`src/rtl/timer_pkg.sv`:
```
// Shared types and constants for the tick controller and the countdown stage.
//   state_e             : controller state encoding
//   DEFAULT_*           : default clocking and debounce settings
//   TIMER_START_SECONDS : value the countdown reloads to on timer_load
//   cnt_width()         : counter width for a terminal count, at least 1 bit
package timer_pkg;

   localparam int DEFAULT_CLK_FREQ_HZ     = 50_000_000;
   localparam int DEFAULT_TICK_HZ         = 1;
   localparam int DEFAULT_DEBOUNCE_CYCLES = 1_000_000;
   localparam int TIMER_START_SECONDS     = 30;

   typedef enum logic [2:0] {
      ST_IDLE,
      ST_LOAD,
      ST_RUNNING,
      ST_PAUSED,
      ST_DONE
   } state_e;

   function automatic int cnt_width(input int n);
      return (n > 1) ? $clog2(n) : 1;
   endfunction

endpackage

```
`src/rtl/timer_tick_ctrl_if.sv`:
```
// Key / status bundle between the push-button front end and the countdown.
//   master : drives raw keys and game_finished, observes status and strobes
//   slave  : the tick controller
interface timer_tick_ctrl_if;

   logic key_start_n;
   logic key_pause_n;
   logic game_finished;
   logic one_second_pulse;
   logic timer_load;
   logic running;
   logic paused;
   logic done;

   modport master (
      output key_start_n, key_pause_n, game_finished,
      input  one_second_pulse, timer_load, running, paused, done
   );

   modport slave (
      input  key_start_n, key_pause_n, game_finished,
      output one_second_pulse, timer_load, running, paused, done
   );

endinterface

```
`src/rtl/key_debounce.sv`:
```
// Push-button front end: 2-FF synchronizer, debounce counter, press strobe.
//   clk, rst_n : system clock, async active-low reset
//   key_n      : raw active-low key
//   press      : one-cycle strobe when a debounced press is accepted
module key_debounce
   import timer_pkg::*;
#(
   parameter int DEBOUNCE_CYCLES = DEFAULT_DEBOUNCE_CYCLES
) (
   input  logic clk,
   input  logic rst_n,
   input  logic key_n,
   output logic press
);

   localparam int             CW       = cnt_width(DEBOUNCE_CYCLES);
   localparam logic [CW-1:0]  CNT_LAST = CW'(DEBOUNCE_CYCLES - 1);

   logic          sync1_q, sync2_q;
   logic [1:0]    fill_q;
   logic          armed_q, armed_d;
   logic          level_q, level_d;
   logic [CW-1:0] cnt_q, cnt_d;
   logic          press_q, press_d;
   logic          mismatch;

   // Until armed, the counter instead qualifies a stable release, so a key
   // held through reset never turns into a press. fill_q ignores the reset
   // values still sitting in the synchronizer.
   always_comb begin
      mismatch = 1'b0;
      if (fill_q[1]) begin
         mismatch = armed_q ? (sync2_q != level_q) : sync2_q;
      end
      cnt_d   = '0;
      level_d = level_q;
      armed_d = armed_q;
      press_d = 1'b0;
      if (mismatch) begin
         if (cnt_q == CNT_LAST) begin
            if (armed_q) begin
               level_d = sync2_q;
               press_d = ~sync2_q;
            end else begin
               armed_d = 1'b1;
            end
         end else begin
            cnt_d = cnt_q + CW'(1);
         end
      end
   end

   always_ff @(posedge clk or negedge rst_n) begin
      if (!rst_n) begin
         sync1_q <= 1'b1;
         sync2_q <= 1'b1;
         fill_q  <= 2'b00;
         armed_q <= 1'b0;
         level_q <= 1'b1;
         cnt_q   <= '0;
         press_q <= 1'b0;
      end else begin
         sync1_q <= key_n;
         sync2_q <= sync1_q;
         fill_q  <= {fill_q[0], 1'b1};
         armed_q <= armed_d;
         level_q <= level_d;
         cnt_q   <= cnt_d;
         press_q <= press_d;
      end
   end

   assign press = press_q;

endmodule

```
`src/rtl/timer_tick_ctrl.sv`:
```
// Tick controller: turns debounced keys into start/pause/resume, divides
// clk into one_second_pulse, and issues timer_load on (re)start.
//   clk, rst_n : system clock, async active-low reset
//   bus        : keys and game_finished in; pulse, load and status out
//
// state   | meaning
// IDLE    | waiting for start after reset
// LOAD    | one cycle, timer_load high, prescaler restarted
// RUNNING | prescaler counting, one_second_pulse on wrap
// PAUSED  | prescaler frozen, waiting for resume or restart
// DONE    | countdown expired, waiting for restart
module timer_tick_ctrl
   import timer_pkg::*;
#(
   parameter int CLK_FREQ_HZ     = DEFAULT_CLK_FREQ_HZ,
   parameter int TICK_HZ         = DEFAULT_TICK_HZ,
   parameter int DEBOUNCE_CYCLES = DEFAULT_DEBOUNCE_CYCLES
) (
   input  logic              clk,
   input  logic              rst_n,
   timer_tick_ctrl_if.slave  bus
);

   localparam int            DIV        = CLK_FREQ_HZ / TICK_HZ;
   localparam int            PW         = $clog2(DIV);
   localparam logic [PW-1:0] PRESC_LAST = PW'(DIV - 1);

   logic          start_p, pause_p;
   state_e        state_q, state_d;
   logic [PW-1:0] presc_q, presc_d;
   logic          pulse_q, pulse_d;
   logic          load_q, load_d;
   logic          running_q, running_d;
   logic          paused_q, paused_d;
   logic          done_q, done_d;

   key_debounce #(.DEBOUNCE_CYCLES(DEBOUNCE_CYCLES)) u_key_start (
      .clk   (clk),
      .rst_n (rst_n),
      .key_n (bus.key_start_n),
      .press (start_p)
   );

   key_debounce #(.DEBOUNCE_CYCLES(DEBOUNCE_CYCLES)) u_key_pause (
      .clk   (clk),
      .rst_n (rst_n),
      .key_n (bus.key_pause_n),
      .press (pause_p)
   );

   always_comb begin
      state_d = state_q;
      presc_d = presc_q;
      pulse_d = 1'b0;
      unique case (state_q)
         ST_IDLE: begin
            if (start_p) state_d = ST_LOAD;
         end
         ST_LOAD: begin
            // The LOAD cycle is the first count of the period, so the first
            // tick lands DIV cycles after LOAD.
            state_d = ST_RUNNING;
            presc_d = PW'(1);
         end
         ST_RUNNING: begin
            if (start_p) begin
               state_d = ST_LOAD;
            end else if (bus.game_finished) begin
               state_d = ST_DONE;
               presc_d = '0;
            end else if (pause_p) begin
               state_d = ST_PAUSED;
            end else if (presc_q == PRESC_LAST) begin
               presc_d = '0;
               pulse_d = 1'b1;
            end else begin
               presc_d = presc_q + PW'(1);
            end
         end
         ST_PAUSED: begin
            if (start_p)      state_d = ST_LOAD;
            else if (pause_p) state_d = ST_RUNNING;
         end
         ST_DONE: begin
            if (start_p) state_d = ST_LOAD;
         end
         default: begin
            state_d = ST_IDLE;
            presc_d = '0;
         end
      endcase
      if (state_d == ST_LOAD) presc_d = '0;
      load_d    = (state_d == ST_LOAD);
      running_d = (state_d == ST_RUNNING);
      paused_d  = (state_d == ST_PAUSED);
      done_d    = (state_d == ST_DONE);
   end

   always_ff @(posedge clk or negedge rst_n) begin
      if (!rst_n) begin
         state_q   <= ST_IDLE;
         presc_q   <= '0;
         pulse_q   <= 1'b0;
         load_q    <= 1'b0;
         running_q <= 1'b0;
         paused_q  <= 1'b0;
         done_q    <= 1'b0;
      end else begin
         state_q   <= state_d;
         presc_q   <= presc_d;
         pulse_q   <= pulse_d;
         load_q    <= load_d;
         running_q <= running_d;
         paused_q  <= paused_d;
         done_q    <= done_d;
      end
   end

   assign bus.one_second_pulse = pulse_q;
   assign bus.timer_load       = load_q;
   assign bus.running          = running_q;
   assign bus.paused           = paused_q;
   assign bus.done             = done_q;

endmodule

```
`src/flat_wrapper.sv`:
```
// flat-port wrapper written by rule: the top's interface ports become plain ports
module timer_tick_ctrl_flat import timer_pkg::*;
#(
   parameter int CLK_FREQ_HZ     = DEFAULT_CLK_FREQ_HZ,
   parameter int TICK_HZ         = DEFAULT_TICK_HZ,
   parameter int DEBOUNCE_CYCLES = DEFAULT_DEBOUNCE_CYCLES
)
  (clk, rst_n, bus_key_start_n, bus_key_pause_n, bus_game_finished, bus_one_second_pulse, bus_timer_load, bus_running, bus_paused, bus_done);
  timer_tick_ctrl_if bus_i ();
  input  logic clk;
  input  logic rst_n;
  input wire logic [$bits(bus_i.key_start_n)-1:0] bus_key_start_n;
  input wire logic [$bits(bus_i.key_pause_n)-1:0] bus_key_pause_n;
  input wire logic [$bits(bus_i.game_finished)-1:0] bus_game_finished;
  output wire logic [$bits(bus_i.one_second_pulse)-1:0] bus_one_second_pulse;
  output wire logic [$bits(bus_i.timer_load)-1:0] bus_timer_load;
  output wire logic [$bits(bus_i.running)-1:0] bus_running;
  output wire logic [$bits(bus_i.paused)-1:0] bus_paused;
  output wire logic [$bits(bus_i.done)-1:0] bus_done;
  assign bus_i.key_start_n = bus_key_start_n;
  assign bus_i.key_pause_n = bus_key_pause_n;
  assign bus_i.game_finished = bus_game_finished;
  assign bus_one_second_pulse = bus_i.one_second_pulse;
  assign bus_timer_load = bus_i.timer_load;
  assign bus_running = bus_i.running;
  assign bus_paused = bus_i.paused;
  assign bus_done = bus_i.done;
  timer_tick_ctrl #(.CLK_FREQ_HZ(CLK_FREQ_HZ), .TICK_HZ(TICK_HZ), .DEBOUNCE_CYCLES(DEBOUNCE_CYCLES)) u_core (.clk(clk), .rst_n(rst_n), .bus(bus_i));
endmodule
```
`config.mk`:
```
export PLATFORM = sky130hd
export DESIGN_NAME = timer_tick_ctrl_flat
export DESIGN_NICKNAME = d
export VERILOG_FILES = /design/src/rtl/timer_pkg.sv /design/src/rtl/timer_tick_ctrl_if.sv /design/src/rtl/key_debounce.sv /design/src/rtl/timer_tick_ctrl.sv /design/src/flat_wrapper.sv
export SDC_FILE = /design/constraint.sdc
export NUM_CORES = 1
export LEC_CHECK = 0
export CORE_ASPECT_RATIO = 1.4
export CORE_MARGIN = 2
export CORE_UTILIZATION = 45
export CTS_CLUSTER_DIAMETER = 120
export CTS_CLUSTER_SIZE = 16
export DETAILED_ROUTE_END_ITERATION = 8
export HOLD_SLACK_MARGIN = 0.03
export PLACE_DENSITY_LB_ADDON = 0.08
export SYNTH_ARGS = -nofsm -noshare
export SYNTH_HDL_FRONTEND = slang
export SYNTH_SLANG_ARGS = --single-unit
```
`constraint.sdc`:
```
create_clock -name clk -period 4.1 [get_ports clk]
set_input_delay 0.82 -clock clk [delete_from_list [all_inputs] [get_ports clk]]
set_output_delay 0.82 -clock clk [all_outputs]
set_load 0.005 [all_outputs]
```
==> results by group <==
Place
  – Hpwl dp: 5544 um
  – PortBufs: 9
  – Gp weighted congestion: 0.8158
  – Post-DP Area: 4454 um^2

Timing
  – RSZ-0062 raised after global routing: no
  – Slew HR: 0.3330
  – Tcrit/Tclk final: 0.6128
  – Post-Route Skew: 5.614 ps
  – TNS Setup: 0 ps
  – Pins Over Slew Limit: 0
  – # setup viols final: 0
  – Slew @ Worst Pin: 991.3 ps
  – Fmax achieved: 398.0 MHz
  – Crit path time final: 2512 ps
  – Final hold violations: 0

Synth
  – Synth Area in Simple Gates: 0.2701
  – Main combinational cell family by area after synthesis: simple AND/OR/NAND/NOR gates
  – Synth Register Bits: 86
  – Mapped Nets: 452
  – Synth top area share: 0.4642
  – Library cells used by synthesis: 48
  – Adder-Cell Fraction of Synth Area: 0.008703
  – Async S/R FF share, synth: 1.000
  – Syn Inst Count: 444
  – Top-count cell post-synth: dfrtp_1
  – Multiplexer share of the synthesized area: 0.01944
  – Mean Syn Cell Area: 9.714 um^2
  – Synth area leaders: dfrtp_1 46%, nor2_1 5.1%, nand3_1 4.8%, a31oi_1 4.5%, xor2_1 4.5%
  – Top FF cell, synth: dfrtp_1
  – Cell area after synthesis: 4313 um^2
  – Largest area contributor in the netlist: dfrtp_1
  – Post-Synth XOR/XNOR Area: 0.07717
  – Post-synthesis sequential area ratio: 0.5007
  – Compound-cell area share of the yosys netlist: 0.09051
  – Top post-synthesis cells by count: 80 x dfrtp_1, 59 x nor2_1, 41 x nand3_1, 31 x a31oi_1, 31 x nand2_1
  – Number of synthesized flops with an enable pin: 0
  – Synth warn: 0

Pwr
  – Internal power: 1.395 mW
  – Sw Pwr: 0.3646 mW
  – Logic pwr share: 0.018
  – Max VDD drop: 261.2 uV
  – Clk pwr share: 0.493
  – Sw Share: 0.2073
  – P per Cell Area: 368.8 nW/um^2
  – Sequential share of power: 0.489
  – Leak Pwr: 1.966 nW

Route
  – DR iter-0 viols: 170
  – Final ANT Viol Nets: 0
  – Routed WL: 8493 um
  – # DRC: 0
  – DR WL/cell: 15.14 um
  – Via-per-instance ratio: 5.827
  – Drt pass-1 iters: 5
  – Vias post-DR: 3269

Setup path
  – Crit Path Class: input pin to flip-flop
  – Crit path max fanout: 46
  – Worst r2r path cells: 5
  – Max incr delay on CP: 560 ps
  – CP max-delay cell: or4b_4
  – Startpoint Class: input pin
  – CP Cell Sequence: clkdlybuf4s50_1 -> or4b_4 -> nor3_4 -> buf_4 -> a41oi_1 -> a31oi_1
  – Register-to-Register Setup Slack: 1650 ps
  – Critical Path End Type: flip-flop
  – CP Data Required Time: 4360 ps
  – CP Buf/Inv Count: 2
  – Cell depth of the worst setup path: 6
  – Crit path max-delay family: buffers and inverters
  – Crit path DAT: 2770 ps

Layout
  – N_diodes: 0
  – Register area: 2160 um^2
  – Finished Cell Area: 4770 um^2
  – Fillers: 882
  – # nets final: 454
  – Area of the multi-input gates: 2013 um^2
  – Share of cells above drive strength 1: 0.08869
  – Synth-to-Final Area Change: 10.59%

Worst hold path
  – Hold path depth: 0
  – Hold Path Class: flip-flop to flip-flop

CTS
  – Hold_buf cts: 0
  – Clock transition at the registers of the reported paths: 60 ps
  – CTS root buffer: clkbuf_16
  – Clock Path Buffers: 2
  – Worst-skew pair later-pin latency: 340 ps
  – TritonCTS Buffers: 9
  – TritonCTS clock tree: done
  – Htree depth: 3
  – Setup Fix Bufs, Post-CTS: 0
  – Resized Gates After CTS: 0
  – CTS sink cnt: 86

Floorplan
  – Initial core utilization: 0.4585
  – Row count: 42
  – Die ar.: 10390 um^2
  – Placeable core area: 9407 um^2
  – Chip height: 119.8 um
  – Die Wd: 86.74 um
  – I/O pins: 10

GRT
  – Vias in the first global route: 3186
  – Global Route Usage Sum: 0.1823
  – Pin count of the biggest net entering global routing: 76
  – Initial antenna violation count: 0
  – First-pass GRT wire length: 14950 um
  – GRT overflow: 0

Status
  – Status: finished clean

Run
  – Max Cap Violations: 0
[stage by stage]
step / std cells / utilization / total power [mW] / hold slack, ps / setup slack [ps]
finish: 561 / 0.5071 / 1.759 / 347.6 / 1588
global route: 561 / 0.5071 / 1.826 / 362.0 / 1456
CTS: 561 / 0.5071 / 1.788 / 350.5 / 1595
detailed placement: 545 / 0.4735 / 0.9094 / 336.4 / 1232
global placement: 545 / 0.4735 / 0.9088 / 333.2 / 1285
floorplan: 444 / - / 0.8847 / 331.2 / 1962
[logic make-up (layout without fill, tap and decap cells)]
logic type               count (synthesis)  count (layout)
AO/OA/AOI/OAI                           60              60
XOR/XNOR                                38              38
adder cells (fa/ha/maj)                  3               3
buffers and inverters                   30              37
flip-flops                              86              86
multiplexers                             8               8
other                                    1               1
AND/OR/NAND/NOR                        218             218
[metal layers]
layer  vias up  track usage  wire [um]
li1       1602            -          -
met1      1614       0.2228       3736
met2        41       0.3091       4362
met3        12      0.04333        242
met4         0      0.06738        152
met5         -            0          0
[sequential cells by signal (all words and copies together), names as in the netlist, 3 cells and up]
register                  flops
u_core.u_key_start.cnt_q     20
u_core.u_key_pause.cnt_q     20
u_core.state_q                3
u_core.presc_q               26
[layout make-up]
| type | instances | area share |
|---|---|---|
| multi-input cells | 328 | 0.4221 |
| flip-flops and latches | 86 | 0.4528 |
| clock buffers | 10 | 0.04801 |
| clock inverters | 6 | 0.01810 |
| repair buffers | 12 | 0.02309 |
| well taps | 110 | 0.02886 |
| inverters | 9 | 0.007083 |
[power groups by stage]
stage / Combinational, mW / Clock [mW] / Sequential [mW]
3_3_place_gp: 0.0342 / 0 / 0.875
4_1_cts: 0.0345 / 0.894 / 0.859
5_1_grt: 0.0388 / 0.928 / 0.860
2_1_floorplan: 0.0106 / 0 / 0.874
3_5_place_dp: 0.0344 / 0 / 0.875
6_report: 0.0319 / 0.868 / 0.859
[placed cells by master, fill, tap and decap left out, drive strengths merged, types with 3 or more instances in the layout]
cell type and n:
ha 3, nand2 31, a41oi 3, clkbuf 10
or2 5, mux2 3, nor3 12, dfrtp 80
xnor2 16, nor2b 6, a21oi 7, o21ai 6
clkdlybuf4s50 8, a31oi 31, nor4 6, dfstp 6
nor2 59, clkinv 3, and4 3, xor2 22
buf 4, mux2i 5, nand3 41, nand3b 9
inv 9, nand4 15, and3 18
[final timing paths]
path / end / from
max: u_core.presc_q[14]$_DFFE_PN0P_ / bus_game_finished
min: u_core.u_key_pause.fill_q[1]$_DFF_PN0_ / u_core.u_key_start.fill_q[0]$_DFF_PN0_
max reg2reg: u_core.presc_q[14]$_DFFE_PN0P_ / u_core.presc_q[11]$_DFFE_PN0P_
min reg2reg: u_core.u_key_pause.fill_q[1]$_DFF_PN0_ / u_core.u_key_start.fill_q[0]$_DFF_PN0_
max in group asynchronous: u_core.u_key_pause.level_q$_DFFE_PN1P_ / rst_n
min in group asynchronous: u_core.presc_q[13]$_DFFE_PN0P_ / rst_n
(Power assumes the default switching activity.)
